$ cat src/rtl/i2s_codec_master.sv
// I2S master for an audio codec: generates AUD_BCLK and the word clocks, serializes
// tx sample pairs onto AUD_ADCDAT and deserializes AUD_DACDAT into rx sample pairs.
module i2s_codec_master #(
  parameter int BCLK_DIV    = 16,
  parameter int SAMPLE_BITS = 32
) (
  input  logic                   CLOCK_50,
  input  logic                   reset,
  input  logic [SAMPLE_BITS-1:0] tx_left,
  input  logic [SAMPLE_BITS-1:0] tx_right,
  input  logic                   tx_valid,
  output logic                   tx_ready,
  output logic [SAMPLE_BITS-1:0] rx_left,
  output logic [SAMPLE_BITS-1:0] rx_right,
  output logic                   rx_valid,
  output logic                   underrun,
  output logic                   AUD_BCLK,
  output logic                   AUD_ADCLRCK,
  output logic                   AUD_DACLRCK,
  output logic                   AUD_ADCDAT,
  input  logic                   AUD_DACDAT
);

  localparam int FW = 2 * SAMPLE_BITS;
  localparam int DW = $clog2(BCLK_DIV);
  localparam int SW = $clog2(FW);
  localparam logic [DW-1:0] DIV_TOP    = DW'(BCLK_DIV - 1);
  localparam logic [SW-1:0] SLOT_TOP   = SW'(FW - 1);
  localparam logic [SW-1:0] SLOT_LOAD  = SW'(1);
  localparam logic [SW-1:0] SLOT_RIGHT = SW'(SAMPLE_BITS);

  // tx handshake: a pair transfers on any cycle where tx_valid and tx_ready are both high.
  logic [DW-1:0]          div_cnt;
  logic [SW-1:0]          slot;
  logic [SW-1:0]          slot_next;
  logic                   lrck;
  logic [FW-1:0]          tx_shift;
  logic [FW-1:0]          rx_shift;
  logic [SAMPLE_BITS-1:0] hold_left;
  logic [SAMPLE_BITS-1:0] hold_right;
  logic                   hold_full;
  logic                   rx_frame_ok;
  logic                   tick;
  logic                   fall;
  logic                   rise;
  logic                   accept;

  always_comb begin
    tick      = (div_cnt == DIV_TOP);
    fall      = tick & AUD_BCLK;
    rise      = tick & ~AUD_BCLK;
    accept    = tx_valid & tx_ready;
    slot_next = (slot == SLOT_TOP) ? '0 : slot + SW'(1);
  end

  assign AUD_ADCLRCK = lrck;
  assign AUD_DACLRCK = lrck;

  always_ff @(posedge CLOCK_50) begin
    if (reset) begin
      div_cnt     <= '0;
      AUD_BCLK    <= 1'b0;
      slot        <= SLOT_TOP;
      lrck        <= 1'b1;
      AUD_ADCDAT  <= 1'b0;
      tx_shift    <= '0;
      rx_shift    <= '0;
      hold_left   <= '0;
      hold_right  <= '0;
      hold_full   <= 1'b0;
      tx_ready    <= 1'b1;
      rx_left     <= '0;
      rx_right    <= '0;
      rx_valid    <= 1'b0;
      underrun    <= 1'b0;
      rx_frame_ok <= 1'b0;
    end else begin
      underrun <= 1'b0;
      rx_valid <= 1'b0;
      div_cnt  <= tick ? '0 : div_cnt + DW'(1);
      if (tick) AUD_BCLK <= ~AUD_BCLK;

      // A pair accepted in the load cycle itself misses that frame and waits for the next.
      if (accept) begin
        hold_left  <= tx_left;
        hold_right <= tx_right;
        hold_full  <= 1'b1;
        tx_ready   <= 1'b0;
      end

      if (fall) begin
        slot <= slot_next;
        lrck <= (slot_next >= SLOT_RIGHT);
        if (slot_next == SLOT_LOAD) begin
          if (hold_full) begin
            AUD_ADCDAT <= hold_left[SAMPLE_BITS-1];
            tx_shift   <= {hold_left, hold_right} << 1;
            hold_full  <= 1'b0;
            tx_ready   <= 1'b1;
          end else begin
            AUD_ADCDAT <= 1'b0;
            tx_shift   <= '0;
            underrun   <= 1'b1;
          end
        end else begin
          AUD_ADCDAT <= tx_shift[FW-1];
          tx_shift   <= tx_shift << 1;
        end
      end

      // The rise in slot 0 delivers the last (right LSB) bit of the frame.
      if (rise) begin
        rx_shift <= {rx_shift[FW-2:0], AUD_DACDAT};
        if (slot == SLOT_LOAD) rx_frame_ok <= 1'b1;
        if (slot == '0 && rx_frame_ok) begin
          rx_left  <= rx_shift[FW-2:SAMPLE_BITS-1];
          rx_right <= {rx_shift[SAMPLE_BITS-2:0], AUD_DACDAT};
          rx_valid <= 1'b1;
        end
      end
    end
  end

endmodule

$ cat config.mk
export PLATFORM = sky130hd
export DESIGN_NAME = i2s_codec_master
export DESIGN_NICKNAME = d
export VERILOG_FILES = /design/src/rtl/i2s_codec_master.sv
export SDC_FILE = /design/constraint.sdc
export NUM_CORES = 1
export LEC_CHECK = 0
export ABC_CLOCK_PERIOD_IN_PS = 3200
export CORE_ASPECT_RATIO = 0.6
export CORE_MARGIN = 2
export CORE_UTILIZATION = 55
export CTS_CLUSTER_SIZE = 14
export DETAILED_ROUTE_END_ITERATION = 16
export GPL_TIMING_DRIVEN = 0
export PLACE_DENSITY_LB_ADDON = 0.05
export SLEW_MARGIN = 15
export SYNTH_ARGS = -nofsm -noshare
export SYNTH_HDL_FRONTEND = slang
export SYNTH_SLANG_ARGS = --single-unit
$ cat constraint.sdc
create_clock -name CLOCK_50 -period 3.2 [get_ports CLOCK_50]
set_input_delay 0.8 -clock CLOCK_50 [delete_from_list [all_inputs] [get_ports CLOCK_50]]
set_output_delay 0.8 -clock CLOCK_50 [all_outputs]
set_load 0.02 [all_outputs]
==> results of run 1 <==
==> layout make-up <==
cell class              instances  area share
multi-input cells             873       0.334
repair buffers                137       0.108
well taps                     240      0.0238
flip-flops and latches        272       0.431
clock inverters                 2     0.00277
clock buffers                  34      0.0569
plain buffers                 106      0.0418
inverters                       4     0.00119
==> per-stage QoR <==
stage / utilization / cells / power (mW)
6_report: 0.698 / 1668 / 6.59
5_1_grt: 0.698 / 1668 / 6.76
4_1_cts: 0.698 / 1668 / 6.60
3_5_place_dp: 0.656 / 1632 / 3.81
3_3_place_gp: 0.656 / 1632 / 3.81
2_1_floorplan: - / 1255 / 3.67
==> layer usage <==
layer / track usage / routed length, um / share of wire / up-vias
met5: 0 / 13 / 0.00050 / -
met4: 0.0534 / 367 / 0.014 / 2
met3: 0.0354 / 1650 / 0.063 / 36
met2: 0.391 / 10900 / 0.42 / 312
met1: 0.390 / 13200 / 0.51 / 4308
li1: - / - / - / 4541
==> where the power goes <==
| group | switching, mW | total, mW | internal [mW] |
|---|---|---|---|
| Clock | 1.22 | 2.84 | 1.62 |
| Sequential | 0.0351 | 3.47 | 3.43 |
| Combinational | 0.154 | 0.274 | 0.120 |
==> worst paths after layout <==
| kind | slack (ns) | to | from |
|---|---|---|---|
| worst max-delay path | 0.68 | tx_shift[40] | div_cnt[0] |
| worst min-delay path | 0.45 | rx_right[24] | rx_right[24] |
| worst max register to register | 0.68 | tx_shift[40] | div_cnt[0] |
| worst min register to register | 0.45 | rx_right[24] | rx_right[24] |
==> cells in the mapped netlist <==
cell,count
nor3b_1,3
buf_1,4
and4_1,1
dfxtp_1,272
o31a_1,1
a221oi_1,9
and2_1,4
a31oi_1,36
nand4_1,2
o21a_1,1
nor3_2,4
o21ai_4,1
xnor2_1,1
buf_2,11
o211a_1,1
inv_1,4
a21o_1,1
nor4bb_1,1
a211o_1,3
nor3_1,27
nand2_1,425
nand4b_1,2
mux2_4,1
buf_4,7
ha_1,4
and3_4,1
nor4_1,1
o21ai_0,3
nand2b_1,1
a221oi_2,20
or4_1,1
nor2_1,38
and3_1,4
nor2_2,1
buf_6,12
a21oi_1,198
o21bai_1,2
o31ai_1,1
xor2_1,1
nand3_1,73
clkbuf_1,72
==> tightest hold or removal path, stage by stage (launching register included) <==
cell	delay [ns]
dfxtp_1	0.31
nand2_1	0.05
a21oi_1	0.05
==> flip-flops by register name, indices dropped and copies added, names as in the netlist, 4 cells and up <==
signal and count:
tx_shift 63, rx_left 32, rx_right 32, hold_right 32, slot 6, hold_left 32
rx_shift 63, div_cnt 4
==> logic make-up (layout without fill, tap and decap cells) <==
group,after synthesis,in the layout,share of synthesized area
compound gates,277,277,0.167
xor+xnor,2,2,0.00171
fa+ha+maj,4,4,0.00490
buf+inv,110,283,0.0531
flops,272,272,0.533
mux,1,1,0.00147
simple gates,589,589,0.239
==> flow_metrics.tcl, run 1 <==
set metrics [dict create \
    gp_congestion 0.815 \
    final_layout_size_suffix_gt1_frac 0.0637 \
    cts_buffers 24 \
    maxClockFrequency_ghz 0.397 \
    final_common_cell "nand2_1" \
    syn_to_final_growth_pct 23.7 \
    synth_top_area_frac 0.533 \
    critPathKind "flip-flop to flip-flop" \
    post_cts_buffers 0 \
    layout_common_cells "nand2_1, dfxtp_1, a21oi_1" \
    initial_core_util 0.564 \
    num-fill-cells 1527 \
    synth-seq-cells 272 \
    post-place-ws_ns 0.349 \
    setup_viol 0 \
    min_period_over_period 0.787 \
    max_stage_delay_ns 0.52 \
    hold_buffers 0 \
    syn_area_sq_mm 0.0102 \
    slowest_stage "clkbuf_1" \
    crit_path_end_kind "flip-flop" \
    final_area_sq_mm 0.0126 \
    netlist-cell-type-count 41 \
    synth_warnings 0 \
    yosysSeqAreaShare 0.533 \
    seqCellArea_sq_mm 0.00545 \
    worstPathCellList "ha_1 > and3_1 > and3_1 > clkbuf_1 > clkbuf_1 > nand3_1 > a31oi_1" \
    clkSlewWorstSetupHoldPaths_ns 0.07 \
    powerDensity_mw_per_mm2 521 \
    htreeDepth 1 \
    cp.depth 7 \
    finClkSkew_ns 0.0103 \
    maxSlewHeadroom 0.462 \
    root_buffer "clkbuf_16" \
    multi_input_area_sq_mm 0.00423 \
    io-pin-count 139 \
    numClockSinks 272 \
    post_drt_wl_per_cell_um 15.6 \
    antenna_found_initial 1 \
    cp_max_fo 10 \
    vias 9199 \
    grt_start_max_net_pins 15 \
    finalHoldViolCount 0 \
    cp.arrival_ns 2.95 \
    routed_via_density 5.51 \
    rows 38 \
    tightest_slew_ns 0.806 \
    cts_resized 0 \
    hpwl_um 18200 \
    dieArea_sq_mm 0.0197 \
    cts_tree "built" \
    drv_cap 0 \
    fin_nets 1490 \
    placedInstanceArea_sq_mm 0.0119 \
    synth.avg_cell_area_sq_um 8.14 \
    die_w_um 180 \
    drc 0 \
    io_buffers 137 \
    required_ns 3.63 \
    total_leakage_power_nw 4.32 \
    grt_pass1_vias 8317 \
    slew_violations 0 \
    path_buf_inv 2 \
    hp-class "flip-flop to flip-flop" \
    grt_pass1_wl_um 41700 \
    worstSkewPairLatency_ns 0.51 \
    overflow 0 \
    core_sq_mm 0.0181 \
    diodes 0 \
    start_kind "flip-flop" \
    totalWireLength_um 26100 \
    fin_ws_ns 0.682 \
    syn-num-nets 1327 \
    drt_iter0_markers 761 \
    status "finished clean" \
    syn_inst 1255 \
    grt_usage 0.257 \
    path_delay_family "buffers and inverters" \
    clockBufferDepth 3 \
    yosys.area.top_type "dfxtp_1" \
    fin_tns_setup_ns 0 \
    holdPathStages 2 \
    ir_worst_vdd_uv 330 \
    first_pass_iters 8 \
    ant_nets 0 \
    min_period_ns 2.52 \
    whs_ns 0.452 \
    fp.dieH_um 110 \
    yosys-top-cells-area "dfxtp_1, nand2_1, a21oi_1" \
    reg2reg_depth 7 \
    grt_setup_unrepaired "false" \
]
No activity file was read; power rests on OpenSTA's default activity.
==> run 2: changes to the inputs <==
--- a/config.mk
+++ b/config.mk
@@ -5,10 +5,10 @@
 export SDC_FILE = /design/constraint.sdc
 export NUM_CORES = 1
 export LEC_CHECK = 0
-export ABC_CLOCK_PERIOD_IN_PS = 3200
+export ABC_CLOCK_PERIOD_IN_PS = 2100
 export CORE_ASPECT_RATIO = 0.6
 export CORE_MARGIN = 2
-export CORE_UTILIZATION = 55
+export CORE_UTILIZATION = 49
 export CTS_CLUSTER_SIZE = 14
 export DETAILED_ROUTE_END_ITERATION = 16
 export GPL_TIMING_DRIVEN = 0
==> constraint.sdc (replaced) <==
create_clock -name CLOCK_50 -period 2.1 [get_ports CLOCK_50]
set_input_delay 0.525 -clock CLOCK_50 [delete_from_list [all_inputs] [get_ports CLOCK_50]]
set_output_delay 0.525 -clock CLOCK_50 [all_outputs]
set_load 0.02 [all_outputs]
==> run 2 against run 1 <==
Via count is 2.5% lower. Wire length is 0.71% higher. Sequential cell count stayed put. Worst hold slack worse by 0.0013 ns. Sequential share of layout area is 0.50 points lower. Non-clock buffer count is 2 lower. Cell count is 2.0% higher. Final area is 1.3% higher. Die area is 12% higher. Clock skew hardly changed. Clock-buffer cell count is 1 lower. First-iteration DRC count is 5.0% lower.
==> flow_metrics.tcl, run 2 (same netlist as run 1, synthesis figures left out) <==
set metrics [dict create \
    status "finished clean" \
    dp.cells 1665 \
    min_from "rx_right[24]" \
    io_buffers 137 \
    overflow 0 \
    rows 40 \
    switching_share 0.219 \
    final_cells 1701 \
    maxSlewHeadroom 0.485 \
    holdPathStages 2 \
    syn_to_final_growth_pct 25.3 \
    switchingPower_mw 2.15 \
    cp_max_fo 4 \
    wl_met2_um 10400 \
    critPathKind "flip-flop to primary output" \
    setup_viol 0 \
    met1_length_um 13800 \
    drv_cap 0 \
    fin_util 0.633 \
    max_stage_delay_ns 0.63 \
    clkSlewWorstSetupHoldPaths_ns 0.06 \
    powerDensity_mw_per_mm2 768 \
    maxClockFrequency_ghz 0.488 \
    dieArea_sq_mm 0.0221 \
    first_pass_iters 5 \
    slew_violations 0 \
    clockBufferDepth 3 \
    hpwl_um 18700 \
    power_frac_comb 0.042 \
    reg2reg_depth 8 \
    internal-power_mw 7.68 \
    path_buf_inv 1 \
    ir_worst_vdd_uv 626 \
    p_total_mw 9.83 \
    final_layout_size_suffix_gt1_frac 0.0813 \
    total_leakage_power_nw 4.37 \
    min_to "rx_right[24]" \
    drc 0 \
    num-fill-cells 1842 \
    fin_nets 1489 \
    placedInstanceArea_sq_mm 0.0119 \
    regToRegSetupSlack_ns 0.05 \
    cp.arrival_ns 1.53 \
    cts_tree "built" \
    reg_top3 "rx_shift: 63 flops, tx_shift: 63 flops" \
    root_buffer "clkbuf_16" \
    hp-class "flip-flop to flip-flop" \
    min_period_ns 2.05 \
    die_w_um 190 \
    post_drt_wl_per_cell_um 15.4 \
    grt_pass1_wl_um 42100 \
    min_period_over_period 0.977 \
    sequentialPowerShare 0.538 \
    grt_start_max_net_pins 15 \
    worstSkewPairLatency_ns 0.52 \
    drt_iter0_markers 723 \
    cts_buffers 25 \
    finalHoldViolCount 0 \
    vias 8967 \
    gp_congestion 0.821 \
    finClkSkew_ns 0.0102 \
    post_cts_buffers 0 \
    fp.dieH_um 116 \
    worstPathCellList "clkdlybuf4s50_1" \
    slowest_stage "clkdlybuf4s50_1" \
    ant_nets 0 \
    final_area_sq_mm 0.0128 \
    start_kind "flip-flop" \
    tightest_slew_ns 0.773 \
    whs_ns 0.451 \
    totalWireLength_um 26300 \
    io-pin-count 139 \
    grt_usage 0.235 \
    final_common_cell "nand2_1" \
    grt_pass1_vias 8062 \
    required_ns 1.57 \
    path_delay_family "buffers and inverters" \
    hold_buffers 0 \
    clkPwrFrac 0.420 \
    met3_wirelength_um 1660 \
    core_sq_mm 0.0202 \
    routed_via_density 5.27 \
    initial_core_util 0.505 \
    htreeDepth 1 \
    crit_path_end_kind "primary output" \
    top_layer_used "met4" \
    antenna_found_initial 0 \
    layout_common_cells "nand2_1, dfxtp_1, a21oi_1" \
    r2r-end "tx_shift[48]" \
    numClockSinks 272 \
    r2r-start "slot[0]" \
]
run 2: cell count changes in the layout (fill, tap and decap cells not counted), sizes merged:
cell           delta
buf               +2
clkinvlp          +1
bufinv            -1
clkdlybuf4s50     -3
dlymetal6s2s      +1
clkbuf            -5
diode             +1
dlygate4sd2       +2
clkinv            +2
run 2: how the worst max path moves through the flow:
| stage | to | start | depth (start not counted) | slack (ns) |
|---|---|---|---|---|
| global placement | hold_left[22] | tx_valid | 6 | -0.43 |
| CTS | tx_shift[39] | slot[1] | 7 | 0.002 |
| finish | tx_ready | tx_ready | 1 | 0.05 |
| global route | slot[3] | div_cnt[0] | 7 | -0.01 |
| floorplan | tx_shift[36] | slot[0] | 8 | 0.11 |
| detailed placement | hold_left[27] | tx_valid | 6 | -0.45 |
run 2: stage by stage:
| stage | setup TNS, ns | setup WS (ns) |
|---|---|---|
| finish | 0 | 0.0489 |
| CTS | 0 | 0.00199 |
| global placement | -43.35 | -0.425 |
| floorplan | 0 | 0.112 |
| detailed placement | -43.88 | -0.453 |
| global route | -0.0106 | -0.0106 |
run 2: final cells by class:
type / count / area, sq um / area share
Inverter: 4 / 15.0 / 0.00117
Sequential cell: 272 / 5450 / 0.426
Multi-Input combinational cell: 873 / 4330 / 0.338
Timing Repair Buffer: 137 / 1370 / 0.107
Clock buffer: 33 / 686 / 0.0535
Buffer: 104 / 584 / 0.0456
Tap cell: 273 / 342 / 0.0267
Clock inverter: 4 / 22.5 / 0.00176
Antenna cell: 1 / 2.50 / 0.000195
run 2: timing repair:
| action | in CTS | in global routing |
|---|---|---|
| gates cloned | 0 | 0 |
| setup endpoints to repair | 69 | 186 |
| gates resized for setup | 15 | 53 |
| pin swaps | 1 | 4 |
| endpoints found under the hold margin | 0 | 0 |
run 2: layer usage:
| layer | vias to the layer above | global-route usage |
|---|---|---|
| li1 | 4544 | - |
| met5 | - | 0 |
| met3 | 30 | 0.0409 |
| met4 | 0 | 0.0393 |
| met2 | 215 | 0.333 |
| met1 | 4178 | 0.373 |
run 2: power by group through the flow:
stage          Combinational (mW)  Clock, mW  Sequential [mW]
5_1_grt                     0.454       4.42             5.29
2_1_floorplan               0.201          0             5.39
4_1_cts                     0.415       4.19             5.29
3_3_place_gp                0.409          0             5.40
3_5_place_dp                0.413          0             5.40
6_report                    0.412       4.13             5.29
==> run 3: changes to the inputs <==
--- a/config.mk
+++ b/config.mk
@@ -5,10 +5,10 @@
 export SDC_FILE = /design/constraint.sdc
 export NUM_CORES = 1
 export LEC_CHECK = 0
-export ABC_CLOCK_PERIOD_IN_PS = 2100
+export ABC_CLOCK_PERIOD_IN_PS = 2400
 export CORE_ASPECT_RATIO = 0.6
 export CORE_MARGIN = 2
-export CORE_UTILIZATION = 49
+export CORE_UTILIZATION = 55
 export CTS_CLUSTER_SIZE = 14
 export DETAILED_ROUTE_END_ITERATION = 16
 export GPL_TIMING_DRIVEN = 0
==> constraint.sdc (replaced) <==
create_clock -name CLOCK_50 -period 2.4 [get_ports CLOCK_50]
set_input_delay 0.6 -clock CLOCK_50 [delete_from_list [all_inputs] [get_ports CLOCK_50]]
set_output_delay 0.6 -clock CLOCK_50 [all_outputs]
set_load 0.02 [all_outputs]
==> run 3 against run 2 <==
Core utilization increased by 6.5 points. Combinational power fell by 11%. Cell count down 2.0%. Clock-buffer cell count is 1 higher. Highest routed layer is now met5. Largest power group unchanged. Sequential share of layout area is 0.49 points higher. Clock skew shrank 0.0015 ns. Largest cell class unchanged. Setup slack improved by 0.13 ns.
==> flow_metrics.tcl, run 3 (same netlist as run 1, synthesis figures left out) <==
set metrics [dict create \
    path_buf_inv 1 \
    maxSlewHeadroom 0.457 \
    vias 9175 \
    switchingPower_mw 1.88 \
    first_pass_iters 5 \
    start_kind "flip-flop" \
    max_stage_delay_ns 0.68 \
    worstPathCellList "clkdlybuf4s50_1" \
    antenna_found_initial 1 \
    min_period_over_period 0.927 \
    grt_start_max_net_pins 15 \
    num-fill-cells 1528 \
    top_layer_used "met5" \
    path_delay_family "buffers and inverters" \
    overflow 0 \
    required_ns 1.80 \
    status "finished clean" \
    htreeDepth 1 \
    drc 0 \
    dieArea_sq_mm 0.0197 \
    slew_violations 0 \
    final_common_cell "nand2_1" \
    reg_top3 "rx_shift: 63 flops, tx_shift: 63 flops" \
    die_w_um 180 \
    numClockSinks 272 \
    sequentialPowerShare 0.527 \
    maxClockFrequency_ghz 0.449 \
    finClkSkew_ns 0.00870 \
    crit_path_end_kind "primary output" \
    hold_buffers 0 \
    finalHoldViolCount 0 \
    fin_ws_ns 0.175 \
    clkSlewWorstSetupHoldPaths_ns 0.06 \
    whs_ns 0.452 \
    worstSkewPairLatency_ns 0.51 \
    critPathKind "flip-flop to primary output" \
    final_layout_size_suffix_gt1_frac 0.0673 \
    ant_nets 0 \
    powerDensity_mw_per_mm2 694 \
    drv_cap 0 \
    layout_common_cells "nand2_1, dfxtp_1, a21oi_1" \
    post-place-ws_ns -0.251 \
    cp.arrival_ns 1.63 \
    clockBufferDepth 3 \
    clkPwrFrac 0.432 \
    wl_met2_um 10900 \
    hpwl_um 18200 \
    power_frac_comb 0.042 \
    drt_iter0_markers 830 \
    internal-power_mw 6.91 \
    cp_max_fo 7 \
    min_from "rx_right[24]" \
    total_leakage_power_nw 4.33 \
    routed_via_density 5.50 \
    fin_nets 1489 \
    min_period_ns 2.23 \
    gp_congestion 0.815 \
    r2r-start "div_cnt[0]" \
    diodes 0 \
    regToRegSetupSlack_ns 0.17 \
    grt_pass1_vias 8318 \
    met3_wirelength_um 1690 \
    hp-class "flip-flop to flip-flop" \
    rows 38 \
    root_buffer "clkbuf_16" \
    initial_core_util 0.564 \
    cts_buffers 24 \
    post_drt_wl_per_cell_um 15.6 \
    io-pin-count 139 \
    syn_to_final_growth_pct 23.8 \
    setup_viol 0 \
    switching_share 0.214 \
    fp.dieH_um 110 \
    grt_setup_unrepaired "false" \
    io_buffers 137 \
    core_sq_mm 0.0181 \
    tightest_slew_ns 0.814 \
    cts_tree "built" \
    grt_pass1_wl_um 41700 \
    ir_worst_vdd_uv 441 \
    met1_length_um 13200 \
    grt_usage 0.257 \
    slowest_stage "clkdlybuf4s50_1" \
    startpoint "AUD_BCLK" \
    totalWireLength_um 26100 \
]
[run 3: cell types whose count changed in the layout (fill, tap and decap cells not counted), sizes merged]
| cell | before | now |
|---|---|---|
| clkinvlp | 1 | 0 |
| clkdlybuf4s50 | 134 | 137 |
| bufinv | 0 | 1 |
| diode | 1 | 0 |
| dlymetal6s2s | 1 | 0 |
| clkinv | 3 | 1 |
| clkbuf | 101 | 105 |
| dlygate4sd2 | 2 | 0 |
| buf | 36 | 34 |
[run 3: timing repair]
action	4_1_cts	5_1_grt
setup buffers	0	0
gates resized for setup	1	4
pin swaps	0	0
endpoints found under the setup margin	10	64
[run 3: tightest hold or removal path: stages (launching register included)]
cell and delay (ns):
dfxtp_1 0.31, nand2_1 0.05, a21oi_1 0.05
[run 3: layout make-up]
class                      instances  area (sq um)  share of cell area
buffer                           105           526              0.0415
clock buffer                      34           719              0.0569
clock inverter                     2          35.0             0.00277
inverter                           4          15.0             0.00119
multi-input combinational        873          4240               0.335
sequential                       272          5450               0.431
tap                              240           300              0.0237
timing repair buffer             137          1370               0.108
[run 3: path summary, 6_finish.rpt]
kind / endpoint / depth (start not counted)
max: AUD_BCLK / 1
min: rx_right[24] / 2
max reg2reg: tx_shift[59] / 7
min reg2reg: rx_right[24] / 2
[run 3: power by group through the flow]
stage	Clock (mW)	Combinational, mW	Sequential (mW)
global placement	0	0.354	4.72
detailed placement	0	0.360	4.73
finish	3.79	0.365	4.63
floorplan	0	0.176	4.71
global route	3.98	0.402	4.63
CTS	3.81	0.364	4.63
[run 3: metrics by stage]
stage                     power, mW  cell area [sq um]  instances  utilization  TNS [ns]
after floorplan                4.89              10200       1255            -         0
after global placement         5.08              11900       1632        0.656     -4.59
after detailed placement       5.09              11900       1632        0.656     -7.06
after CTS                      8.80              12600       1668        0.698         0
after global routing           9.01              12700       1667        0.698         0
final                          8.78              12700       1667        0.698         0
[run 3: per-layer routing]
metal  global-route usage  vias up
li1                     -     4541
met1                0.390     4318
met2                0.390      287
met3               0.0354       27
met4               0.0540        2
met5                    0        -
